==> config.mk <==
export PLATFORM = sky130hd
export DESIGN_NAME = calc_cmd_sequencer
export DESIGN_NICKNAME = d
export VERILOG_FILES = /design/src/rtl/calc_cmd_sequencer.sv
export SDC_FILE = /design/constraint.sdc
export NUM_CORES = 1
export LEC_CHECK = 0
export ABC_CLOCK_PERIOD_IN_PS = 5500
export BUFFER_PORTS_ARGS = -buffer_cell sky130_fd_sc_hd__buf_2
export CORE_MARGIN = 4
export CORE_UTILIZATION = 55
export DETAILED_ROUTE_END_ITERATION = 10
export PLACE_DENSITY = 0.84
export SYNTH_ARGS = -nofsm -noshare
export SYNTH_HDL_FRONTEND = slang
export SYNTH_SLANG_ARGS = --single-unit
==> constraint.sdc <==
create_clock -name clock -period 5.5 [get_ports clock]
set_input_delay 0.275 -clock clock [delete_from_list [all_inputs] [get_ports clock]]
set_output_delay 0.275 -clock clock [all_outputs]
set_load 0.05 [all_outputs]
==> src/rtl/calc_cmd_sequencer.sv <==
// calc_cmd_sequencer: initiator-side front end for the arithmetic calculator.
// Accepts one opcode/operand command at a time, drives the calculator's
// one-hot strobes and operands for LAT cycles, samples the result, checks it
// against a locally computed reference and returns it over a response port.
module calc_cmd_sequencer #(
    parameter int WIDTH = 3,
    parameter int LAT   = 1
) (
    input  logic             clock,
    input  logic             reset,
    input  logic             cmd_valid,
    output logic             cmd_ready,
    input  logic [1:0]       cmd_op,
    input  logic [WIDTH-1:0] cmd_a,
    input  logic [WIDTH-1:0] cmd_b,
    output logic             op1,
    output logic             op2,
    output logic             op3,
    output logic             op4,
    output logic [WIDTH-1:0] calc_in1,
    output logic [WIDTH-1:0] calc_in2,
    input  logic [WIDTH-1:0] calc_out,
    output logic             rsp_valid,
    input  logic             rsp_ready,
    output logic [WIDTH-1:0] rsp_data,
    output logic             rsp_ovf,
    output logic             rsp_mismatch,
    output logic [7:0]       rsp_count
);

    localparam logic [1:0] ST_IDLE  = 2'd0;
    localparam logic [1:0] ST_DRIVE = 2'd1;
    localparam logic [1:0] ST_RESP  = 2'd2;

    // Wait counter load value; LAT is limited to 1..15 so four bits suffice.
    localparam logic [3:0] LAT_INIT = 4'(LAT);

    // Reference result at WIDTH+1 bits; the top bit is the carry, borrow or
    // shifted-out bit. A right shift loses its LSB, which is not overflow.
    function automatic logic [WIDTH:0] ref_result(
        input logic [1:0]       op,
        input logic [WIDTH-1:0] a,
        input logic [WIDTH-1:0] b
    );
        logic [WIDTH:0] r;
        case (op)
            2'b00:   r = {1'b0, a} + {1'b0, b};
            2'b01:   r = {1'b0, a} - {1'b0, b};
            2'b10:   r = {a, 1'b0};
            2'b11:   r = {2'b00, a[WIDTH-1:1]};
            default: r = {(WIDTH+1){1'b0}};
        endcase
        return r;
    endfunction

    // One-hot strobe pattern for an opcode, bit 0 = op1 ... bit 3 = op4.
    function automatic logic [3:0] op_onehot(input logic [1:0] op);
        logic [3:0] s;
        case (op)
            2'b00:   s = 4'b0001;
            2'b01:   s = 4'b0010;
            2'b10:   s = 4'b0100;
            2'b11:   s = 4'b1000;
            default: s = 4'b0000;
        endcase
        return s;
    endfunction

    logic [1:0]       state_q,    state_d;
    logic [1:0]       op_q,       op_d;
    logic [WIDTH-1:0] a_q,        a_d;
    logic [WIDTH-1:0] b_q,        b_d;
    logic [3:0]       cnt_q,      cnt_d;
    logic [3:0]       strobe_q,   strobe_d;
    logic             rsp_valid_q, rsp_valid_d;
    logic [WIDTH-1:0] rsp_data_q, rsp_data_d;
    logic             rsp_ovf_q,  rsp_ovf_d;
    logic             rsp_mm_q,   rsp_mm_d;
    logic [7:0]       rsp_cnt_q,  rsp_cnt_d;
    logic [WIDTH:0]   ref_s;
    logic             accept_s;

    // Ready is a decode of IDLE, gated off while reset is asserted so it
    // reads 1 as soon as reset drops.
    assign cmd_ready = (state_q == ST_IDLE) && !reset;
    assign accept_s  = cmd_valid && cmd_ready;
    assign ref_s     = ref_result(op_q, a_q, b_q);

    assign op1          = strobe_q[0];
    assign op2          = strobe_q[1];
    assign op3          = strobe_q[2];
    assign op4          = strobe_q[3];
    assign calc_in1     = a_q;
    assign calc_in2     = b_q;
    assign rsp_valid    = rsp_valid_q;
    assign rsp_data     = rsp_data_q;
    assign rsp_ovf      = rsp_ovf_q;
    assign rsp_mismatch = rsp_mm_q;
    assign rsp_count    = rsp_cnt_q;

    // Next-state logic for the IDLE/DRIVE/RESP command sequencer.
    always_comb begin
        state_d     = state_q;
        op_d        = op_q;
        a_d         = a_q;
        b_d         = b_q;
        cnt_d       = cnt_q;
        strobe_d    = strobe_q;
        rsp_valid_d = rsp_valid_q;
        rsp_data_d  = rsp_data_q;
        rsp_ovf_d   = rsp_ovf_q;
        rsp_mm_d    = rsp_mm_q;
        rsp_cnt_d   = rsp_cnt_q;
        case (state_q)
            ST_IDLE: begin
                if (accept_s) begin
                    state_d  = ST_DRIVE;
                    op_d     = cmd_op;
                    a_d      = cmd_a;
                    b_d      = cmd_b;
                    cnt_d    = LAT_INIT;
                    strobe_d = op_onehot(cmd_op);
                end else begin
                    strobe_d = 4'b0000;
                end
            end
            ST_DRIVE: begin
                // The last drive cycle samples the result; strobes drop on the
                // same edge that raises rsp_valid.
                if (cnt_q <= 4'd1) begin
                    state_d     = ST_RESP;
                    strobe_d    = 4'b0000;
                    rsp_valid_d = 1'b1;
                    rsp_data_d  = calc_out;
                    rsp_ovf_d   = ref_s[WIDTH];
                    rsp_mm_d    = (calc_out != ref_s[WIDTH-1:0]);
                end else begin
                    cnt_d = cnt_q - 4'd1;
                end
            end
            ST_RESP: begin
                if (rsp_ready) begin
                    state_d     = ST_IDLE;
                    rsp_valid_d = 1'b0;
                    rsp_cnt_d   = rsp_cnt_q + 8'd1;
                end else begin
                    rsp_valid_d = 1'b1;
                end
            end
            default: begin
                state_d     = ST_IDLE;
                strobe_d    = 4'b0000;
                rsp_valid_d = 1'b0;
            end
        endcase
    end

    // State and output registers with synchronous reset that aborts any command.
    always_ff @(posedge clock) begin
        if (reset) begin
            state_q     <= ST_IDLE;
            op_q        <= 2'b00;
            a_q         <= {WIDTH{1'b0}};
            b_q         <= {WIDTH{1'b0}};
            cnt_q       <= 4'd0;
            strobe_q    <= 4'b0000;
            rsp_valid_q <= 1'b0;
            rsp_data_q  <= {WIDTH{1'b0}};
            rsp_ovf_q   <= 1'b0;
            rsp_mm_q    <= 1'b0;
            rsp_cnt_q   <= 8'd0;
        end else begin
            state_q     <= state_d;
            op_q        <= op_d;
            a_q         <= a_d;
            b_q         <= b_d;
            cnt_q       <= cnt_d;
            strobe_q    <= strobe_d;
            rsp_valid_q <= rsp_valid_d;
            rsp_data_q  <= rsp_data_d;
            rsp_ovf_q   <= rsp_ovf_d;
            rsp_mm_q    <= rsp_mm_d;
            rsp_cnt_q   <= rsp_cnt_d;
        end
    end

endmodule

==> results.md, run 1 <==
- Power per cell area: 476 nW/um2
- Vias in the first global route: 1413
- Status: complete, no violations
- Fmax: 433 MHz
- Starting density of the core: 0.569
- GRT Util Overall: 0.192
- Adder-cell share of the synthesized area: 0.0915
- Detailed Place HPWL: 2660 um
- Vias per cell: 5.39
- Pre-antenna DRT Iters: 4
- CP required: 5.77 ns
- Synth-to-Final Area Change: 16.9%
- Reg power frac: 0.318
- Synth Register Bits: 32
- CTS tree: built
- Worst slew pin tran: 0.576 ns
- Iter 0 DRT Violations: 74
- Clk slew on worst S/H paths: 0.11 ns
- Switching part of the total power: 0.447
- Largest family of logic cells by synthesized area: simple AND/OR/NAND/NOR gates
- Clock sinks: 32
- Final Max Tran Viols: 0
- Internal Power: 530 uW
- Initial antenna violation count: 0
- Cts hold-fix bufs: 0
- Sw power: 429 uW
- Final net count: 268
- Layout cells sized above 1: 0.207
- Cell Area, Synth: 1720 um2
- Most common cell after layout, fill and taps aside: buf_2
- Leakage: 0.000837 uW
- Area of the die: 4090 um2
- Sequential cell area: 641 um2
- Top Ports: 40
- Synthesis Warnings: 0
- Core area: 3030 um2
- Port-buffer cells: 39
- Xor and xnor area share after synthesis: 0.0458
- Design Area, Final: 2010 um2
- Gr ovfl total: 0
- Via count: 1541
- Synth Area per Inst: 8.49 um2
- Diode count: 0
- Simple-Gate Fraction of Synth Area: 0.210
- Crit-path cells: inv_1 -> ha_1 -> and3b_1 -> o31ai_1 -> a2111oi_0 -> mux2i_1
- Post-synthesis sequential area ratio: 0.372
- Most frequent cells in the layout: buf_2 (39), dfxtp_1 (32), nand2_1 (23)
- Final wirelength: 3720 um
- Multi-input logic area: 987 um2
- Hold Worst Slack: 0.114 ns
- Peak supply drop: 0.284 mV
- Top_reg_cell synth: dfxtp_1
- Slowest CP cell: a2111oi_0
- Worst hold path type: in -> reg
- Post-CTS setup buffers: 0
- Comb power frac: 0.491
- Count of final hold-check violations: 0
- CTS root buffer: clkbuf_4
- Relative slew slack: 0.616
- Largest net degree at the start of global routing: 34
- Post-cts resize count: 0
- Tmin final: 2.31 ns
- # DRC: 0
- Die Ht: 64.0 um
- First-pass GRT wire length: 6170 um
- Number of max-cap violations: 0
- ANT nets after route: 0
- WP buf/inv: 1
- Clock buffer count from CTS: 5
- Worst Skew: 0.0138 ns
- CTS H-tree depth: 2
- Critical Path End Type: register
- Clock power share: 0.190
- Fin crit share: 0.420
- Filler cells: 272
- CP Launch Type: register
- Crit-path max FO: 14
- Clock buffer depth: 2
- Number of cell rows: 20
- Post-synthesis compound-gate area fraction: 0.191
- Mux contribution to synthesized area: 0.0349
- Crit path max-delay family: compound AO/OA/AOI/OAI gates
- Syn_nets: 230
- Crit Path Category: reg -> reg
- Critical path's largest stage delay: 0.58 ns
- Worst-skew pair later-pin latency: 0.35 ns
- Asr flop ratio synth: 0
- Final setup fails: 0
- Drt wl/cell: 13.0 um
- Gpl congestion: 0.820
- Post-synthesis cell count: 203
- Post-synthesis cell type count: 41
- RSZ-0062 raised after global routing: no
- CP arrival: 2.58 ns
- Setup TNS: 0 ns
- EDFF count, synth: 0
- Die Span X: 64.0 um
- Dpl cell area: 1930 um2
[path summary, 6_finish.rpt]
check | from | endpoint | slack [ns] | cells past startpoint
min reg2reg | cnt_q[3]$_SDFFE_PP0P_ | cnt_q[3]$_SDFFE_PP0P_ | 0.47 | 2
max | state_q[0]$_SDFFE_PP0P_ | cnt_q[3]$_SDFFE_PP0P_ | 3.19 | 6
max reg2reg | state_q[0]$_SDFFE_PP0P_ | cnt_q[3]$_SDFFE_PP0P_ | 3.19 | 6
min | cmd_a[0] | calc_in1[0]$_SDFFE_PP0P_ | 0.11 | 3
[stage by stage]
| step | setup slack [ns] | util | power (uW) | std cells |
|---|---|---|---|---|
| floorplan | 3.04 | - | 688 | 203 |
| global placement | 3.38 | 0.639 | 761 | 278 |
| detailed placement | 3.28 | 0.639 | 775 | 278 |
| CTS | 3.21 | 0.665 | 962 | 286 |
| global route | 3.04 | 0.665 | 1030 | 286 |
| finish | 3.19 | 0.665 | 959 | 286 |
[final cells by class]
cell class              instances  share of cell area
multi-input cells             148               0.490
flip-flops and latches         32               0.318
repair buffers                 39              0.0969
inverters                      15              0.0280
well taps                      44              0.0273
clock inverters                 3              0.0211
clock buffers                   5              0.0186
[logic make-up (layout without fill, tap and decap cells)]
group / after synthesis / after routing
xor+xnor: 9 / 9
mux: 6 / 6
flops: 32 / 32
compound gates: 50 / 50
buf+inv: 23 / 62
simple gates: 71 / 71
fa+ha+maj: 12 / 12
[synthesized netlist by cell type, drive strengths merged (2+ instances only)]
cell    number  area share
a21boi       2      0.0087
a21oi       16       0.046
a311oi       5       0.025
a31oi        2      0.0073
buf          2      0.0094
clkbuf       6       0.013
dfxtp       32        0.37
ha          11       0.080
inv         15       0.033
mux2i        6       0.035
nand2       23       0.050
nand2b       4       0.015
nand3        5       0.015
nand3b       4       0.017
nand4        4       0.015
nand4b       2       0.010
nor2        16       0.035
nor3         4       0.015
o211ai       2      0.0087
o21a         3       0.017
o21ai       10       0.029
o31ai        5       0.022
or3          3       0.011
xnor2        6       0.031
xor2         3       0.015
[state kept, by name (all words and copies together) (netlist names), 2 cells and up]
name,count
op_q,2
state_q,2
cnt_q,4
calc_in1,3
rsp_count,8
strobe_q,4
calc_in2,3
rsp_data,3
[power by group through the flow]
stage | clock network [uW] | logic, uW | registers [uW]
2_1_floorplan | 0 | 302 | 386
3_3_place_gp | 0 | 453 | 309
3_5_place_dp | 0 | 465 | 310
4_1_cts | 187 | 471 | 305
5_1_grt | 201 | 517 | 312
6_report | 183 | 471 | 305
[tightest hold or removal path: cells and delay by family]
family	cells	cell delay [ns]
buf+inv	1	0.07
simple gates	1	0.04
compound gates	1	0.05
[layer usage]
layer  routed length, um  global-route usage  vias up
met5                   0                   0        -
met4                  94              0.0970        0
met3                 223              0.0668       10
met2                1700               0.303       39
met1                1700               0.230      701
li1                    -                   -      791
(Power assumes the default switching activity.)
==> run 2: changes to the inputs <==
==> config.mk (replaced) <==
export PLATFORM = sky130hd
export DESIGN_NAME = calc_cmd_sequencer
export DESIGN_NICKNAME = d
export VERILOG_FILES = /design/src/rtl/calc_cmd_sequencer.sv
export SDC_FILE = /design/constraint.sdc
export NUM_CORES = 1
export LEC_CHECK = 0
export ABC_CLOCK_PERIOD_IN_PS = 2000
export BUFFER_PORTS_ARGS = -buffer_cell sky130_fd_sc_hd__buf_2
export CORE_MARGIN = 4
export CORE_UTILIZATION = 48
export DETAILED_ROUTE_END_ITERATION = 10
export PLACE_DENSITY = 0.78
export SYNTH_ARGS = -nofsm -noshare
export SYNTH_HDL_FRONTEND = slang
export SYNTH_SLANG_ARGS = --single-unit
==> constraint.sdc (replaced) <==
create_clock -name clock -period 2 [get_ports clock]
set_input_delay 0.1 -clock clock [delete_from_list [all_inputs] [get_ports clock]]
set_output_delay 0.1 -clock clock [all_outputs]
set_load 0.05 [all_outputs]
==> run 2 against run 1 <==
  * Combinational power grew to 3.2 times the previous value
  * Largest power group unchanged
  * Via count rose by 3.8%
  * Design area grew 10%
  * Total power rose to 3.0 times the previous value
  * Clock power increased to 2.8 times the previous value
  * Core utilization is 1.0 points lower
  * Worst setup slack worse by 3.1 ns
  * Count of clock-buffer cells in the layout unchanged
  * Die area up 13%
  * Maximum frequency rose by 19%
==> results.md, run 2 (synthesis gave the netlist of run 1 again) <==
- # DRC: 0
- CP Launch Type: register
- Peak supply drop: 0.789 mV
- Clock buffer depth: 2
- Reg2reg start: calc_in2[0]$_SDFFE_PP0P_
- Starting density of the core: 0.508
- Top Ports: 40
- Worst Skew: 0.00840 ns
- CTS tree: built
- Diode count: 0
- Synth-to-Final Area Change: 28.9%
- Most frequent cells in the layout: buf_2 (39), dfxtp_1 (28), nand2_1 (21)
- Number of flip-flops in the largest register: 8
- Final net count: 284
- CP required: 2.27 ns
- Crit Path Category: reg -> reg
- Clk slew on worst S/H paths: 0.11 ns
- First-pass GRT wire length: 6200 um
- Crit path top cell by count: o21a_1
- Hold path cells: 3
- Pre-antenna DRT Iters: 4
- Fmax: 514 MHz
- Final setup fails: 0
- Reg-to-reg endpoint: rsp_ovf$_SDFFE_PP0P_
- R2r worst-path depth: 9
- Iter 0 DRT Violations: 87
- Die Span X: 67.9 um
- Critical Path End Type: register
- Drt wl/cell: 13.0 um
- Tmin final: 1.94 ns
- Die Ht: 67.9 um
- Power, Total: 2840 uW
- Design Area, Final: 2220 um2
- Largest net degree at the start of global routing: 33
- Hold Path Sink: op_q[1]$_SDFFE_PP0P_
- Status: complete, no violations
- Gr ovfl total: 0
- Crit-path max FO: 3
- Initial antenna violation count: 0
- Core area: 3390 um2
- Worst R2R Setup Slack: 0.06 ns
- Port-buffer cells: 39
- Number of max-cap violations: 0
- Final Max Tran Viols: 0
- Worst slew pin tran: 0.489 ns
- Min-delay src: cmd_op[1]
- Power per cell area: 1280 nW/um2
- CTS H-tree depth: 2
- Pre-CTS WS: 0.0598 ns
- Crit path from: calc_in2[0]$_SDFFE_PP0P_
- Leakage: 0.000938 uW
- Gpl congestion: 0.889
- Number of cell rows: 21
- Clock buffer count from CTS: 5
- Relative slew slack: 0.672
- Dpl cell area: 2040 um2
- Final wirelength: 3950 um
- Worst-skew pair later-pin latency: 0.35 ns
- Clock sinks: 32
- Vias in the first global route: 1467
- RSZ-0062 raised after global routing: yes
- Critical path's largest stage delay: 0.37 ns
- Fin crit share: 0.972
- Layout cells sized above 1: 0.295
- Fin util: 0.655
- Count of final hold-check violations: 0
- CTS root buffer: clkbuf_4
- CP arrival: 2.22 ns
- ANT nets after route: 0
- Via count: 1599
- Detailed Place HPWL: 2810 um
- Filler cells: 275
- Crit-path cells: inv_2 -> ha_4 -> nand2_4 -> o21a_1 -> ha_1 -> nor2b_4 -> o21a_1 -> o31a_1 -> a311oi_2
- GRT Util Overall: 0.182
- Vias per cell: 5.26
- Most common cell after layout, fill and taps aside: buf_2
- Worst hold path type: in -> reg
- Fin worst setup slack: 0.0554 ns
- Area of the die: 4610 um2
- Slowest CP cell: dfxtp_4
## run 2: per-stage QoR
stage / instances / setup TNS (ns) / hold WS, ns
global route: 304 / -0.0428 / 0.00873
finish: 304 / 0 / 0.0190
CTS: 302 / 0 / 0.00592
detailed placement: 288 / 0 / 0.290
floorplan: 203 / 0 / 0.199
global placement: 288 / 0 / 0.286
## run 2: report_power, final
part | switching (uW) | internal (uW)
Combinational | 904 | 584
Sequential | 85.7 | 756
Clock | 247 | 262
## run 2: cell type report
cell class	instances	area, um2	area share
flip-flops and latches	32	651	0.293
multi-input cells	148	1040	0.470
inverters	15	58.8	0.0265
repair buffers	55	330	0.149
clock buffers	5	37.5	0.0169
clock inverters	3	41.3	0.0186
well taps	46	57.6	0.0259
## run 2: critical path: cells and delay by family (launching register included)
family,cells,cell delay (ns)
flip-flops,1,0.37
AND/OR/NAND/NOR,2,0.16
buffers and inverters,1,0.05
adder cells (fa/ha/maj),2,0.54
AO/OA/AOI/OAI,4,0.74
## run 2: routing by layer
layer  GRT usage  vias to the layer above  share of wire
met5           0                        -              0
met4      0.0893                        0          0.028
met3      0.0640                       10          0.059
met2       0.283                       37           0.47
met1       0.223                      722           0.44
li1            -                      830              -
## run 2: how the worst max path moves through the flow
| stage | end | slack [ns] | depth (start not counted) |
|---|---|---|---|
| 5_1_grt | rsp_ovf$_SDFFE_PP0P_ | -0.04 | 9 |
| 4_1_cts | cnt_q[3]$_SDFFE_PP0P_ | 0.03 | 6 |
| 3_5_place_dp | cnt_q[3]$_SDFFE_PP0P_ | 0.06 | 6 |
| 3_3_place_gp | rsp_mismatch$_SDFFE_PP0P_ | 0.10 | 8 |
| 6_report | rsp_ovf$_SDFFE_PP0P_ | 0.06 | 9 |
| 2_1_floorplan | rsp_mismatch$_SDFFE_PP0P_ | 0.02 | 8 |
## run 2: what timing repair did
action / in CTS / in global routing
hold buffers: 6 / 0
buffers inserted: 0 / 2
endpoints found under the hold margin: 6 / 0
gates resized for setup: 0 / 8
setup endpoints to repair: 0 / 3
==> run 3: changes to the inputs <==
--- a/config.mk
+++ b/config.mk
@@ -6,9 +6,11 @@
 export NUM_CORES = 1
 export LEC_CHECK = 0
 export ABC_CLOCK_PERIOD_IN_PS = 2000
-export BUFFER_PORTS_ARGS = -buffer_cell sky130_fd_sc_hd__buf_2
+export BUFFER_PORTS_ARGS = -buffer_cell sky130_fd_sc_hd__buf_4
+export CELL_PAD_IN_SITES_DETAIL_PLACEMENT = 1
+export CELL_PAD_IN_SITES_GLOBAL_PLACEMENT = 2
 export CORE_MARGIN = 4
-export CORE_UTILIZATION = 48
+export CORE_UTILIZATION = 28
 export DETAILED_ROUTE_END_ITERATION = 10
 export PLACE_DENSITY = 0.78
 export SYNTH_ARGS = -nofsm -noshare
==> run 3 against run 2 <==
  * Routed wire length grew 17%
  * Sequential share of layout area shrank 1.1 points
  * Die area grew 62%
  * First-iteration DRC count shrank 25%
  * Global-route usage shrank 5.3 points
  * Flip-flop and latch count is the same
  * Critical path type unchanged
  * Largest cell class unchanged
  * Largest power group unchanged
  * Highest routed layer unchanged
==> results.md, run 3 (synthesis gave the netlist of run 1 again) <==
- Status: complete, no violations
- Final wirelength: 4620 um
- Worst hold path type: in -> reg
- GRT Util Overall: 0.129
- Number of max-cap violations: 0
- Fin util: 0.387
- CP Launch Type: register
- CTS root buffer: clkbuf_8
- Top Layer Used: met4
- CP arrival: 2.18 ns
- Clock sinks: 32
- CP required: 2.20 ns
- Iter 0 DRT Violations: 65
- Worst-skew pair later-pin latency: 0.29 ns
- Fin crit share: 0.987
- ANT nets after route: 0
- Via count: 1632
- Tmin final: 1.97 ns
- Worst Skew: 0.0139 ns
- First-pass GRT wire length: 7690 um
- Post-CTS setup buffers: 0
- Most frequent cells in the layout: buf_4 (50), dfxtp_1 (28), nand2_1 (22)
- Fmax: 506 MHz
- Clock buffer count from CTS: 5
- RSZ-0062 raised after global routing: yes
- Pre-antenna DRT Iters: 3
- Port-buffer cells: 39
- Die Span X: 86.4 um
- Drt wl/cell: 13.9 um
- Hold path cells: 3
- Clk slew on worst S/H paths: 0.08 ns
- Final net count: 282
- Number of flip-flops in the largest register: 8
- Sw power: 1240 uW
- Switching part of the total power: 0.434
- Largest net degree at the start of global routing: 33
- Routed wl met2: 2210 um
- Gr ovfl total: 0
- Most common cell after layout, fill and taps aside: buf_4
- Leakage: 0.000928 uW
- Vias in the first global route: 1643
- Metal3 WL: 177 um
- Hold Worst Slack: 0.00864 ns
- Crit-path max FO: 4
- Comb power frac: 0.530
- Design Area, Final: 2310 um2
- Number of cell rows: 28
- Core area: 5960 um2
- Final Max Tran Viols: 0
- Internal Power: 1620 uW
- Synth-to-Final Area Change: 33.8%
- CTS tree: built
- Diode count: 0
- Count of final hold-check violations: 0
- Reg power frac: 0.299
- R2r worst-path depth: 9
- Vias per cell: 4.93
- Relative slew slack: 0.662
- Dpl cell area: 2190 um2
- Fin worst setup slack: 0.0254 ns
- Clock power share: 0.171
- Critical Path End Type: register
- Layout cells sized above 1: 0.273
- Power per cell area: 1240 nW/um2
- Detailed Place HPWL: 3470 um
- Final setup fails: 0
- # DRC: 0
- Worst slew pin tran: 0.503 ns
- Gpl congestion: 0.765
- CTS H-tree depth: 2
- Starting density of the core: 0.289
- Wire length on met1: 2130 um
- Top Ports: 40
- Post-cts resize count: 0
- Crit Path Category: reg -> reg
- Peak supply drop: 0.613 mV
- Clock buffer depth: 2
- Initial antenna violation count: 0
- Area of the die: 7470 um2
- Pre-CTS WS: 0.0262 ns
- Die Ht: 86.4 um
-- run 3: cell types whose count changed in the layout (fill, tap and decap cells not counted), moves of 2 or more --
cell / change
clkbuf_4: -5
clkbuf_1: +2
buf_2: -39
clkbuf_8: +5
buf_4: +40
dlygate4sd3_1: -3
-- run 3: layer usage --
metal,vias to the layer above,track usage
met4,0,0.0524
met3,8,0.0342
met5,-,0
met2,26,0.208
li1,819,-
met1,779,0.164
-- run 3: area by class of cell --
class / count / area, um2
sequential: 32 / 651
inverter: 15 / 58.8
clock inverter: 1 / 5.00
tap: 75 / 93.8
timing repair buffer: 53 / 405
clock buffer: 7 / 76.3
fill: 712 / 3650
multi-input combinational: 148 / 1020
-- run 3: worst paths after layout --
check | start | end | slack (ns)
max | calc_in2[1]$_SDFFE_PP0P_ | rsp_mismatch$_SDFFE_PP0P_ | 0.03
min reg2reg | cnt_q[3]$_SDFFE_PP0P_ | cnt_q[3]$_SDFFE_PP0P_ | 0.47
max reg2reg | calc_in2[1]$_SDFFE_PP0P_ | rsp_mismatch$_SDFFE_PP0P_ | 0.03
min | cmd_a[2] | calc_in1[2]$_SDFFE_PP0P_ | 0.009
-- run 3: per-stage QoR --
step | instances | TNS (ns) | power (uW)
4_1_cts | 331 | 0 | 2900
3_3_place_gp | 320 | 0 | 2360
2_1_floorplan | 203 | 0 | 1940
3_5_place_dp | 320 | 0 | 2390
5_1_grt | 331 | -0.100 | 3080
6_report | 331 | 0 | 2860
-- run 3: power by group through the flow --
stage | Combinational [uW] | Sequential (uW) | Clock (uW)
final | 1510 | 853 | 489
after global routing | 1670 | 871 | 539
after CTS | 1530 | 857 | 512
after detailed placement | 1520 | 870 | 0
after global placement | 1490 | 864 | 0
after floorplan | 875 | 1070 | 0
-- run 3: what timing repair did --
item                                   4_1_cts  5_1_grt
setup endpoints to repair                    0        2
endpoints found under the hold margin        3        0
hold buffers                                 3        0
-- run 3: worst max-delay path, cell delays in order, from the launching register on --
cell	delay (ns)
dfxtp_4	0.37
inv_4	0.05
ha_4	0.14
a21oi_1	0.15
xnor2_1	0.14
ha_1	0.29
xnor2_2	0.15
xnor2_1	0.12
a32o_1	0.21
a311oi_1	0.26
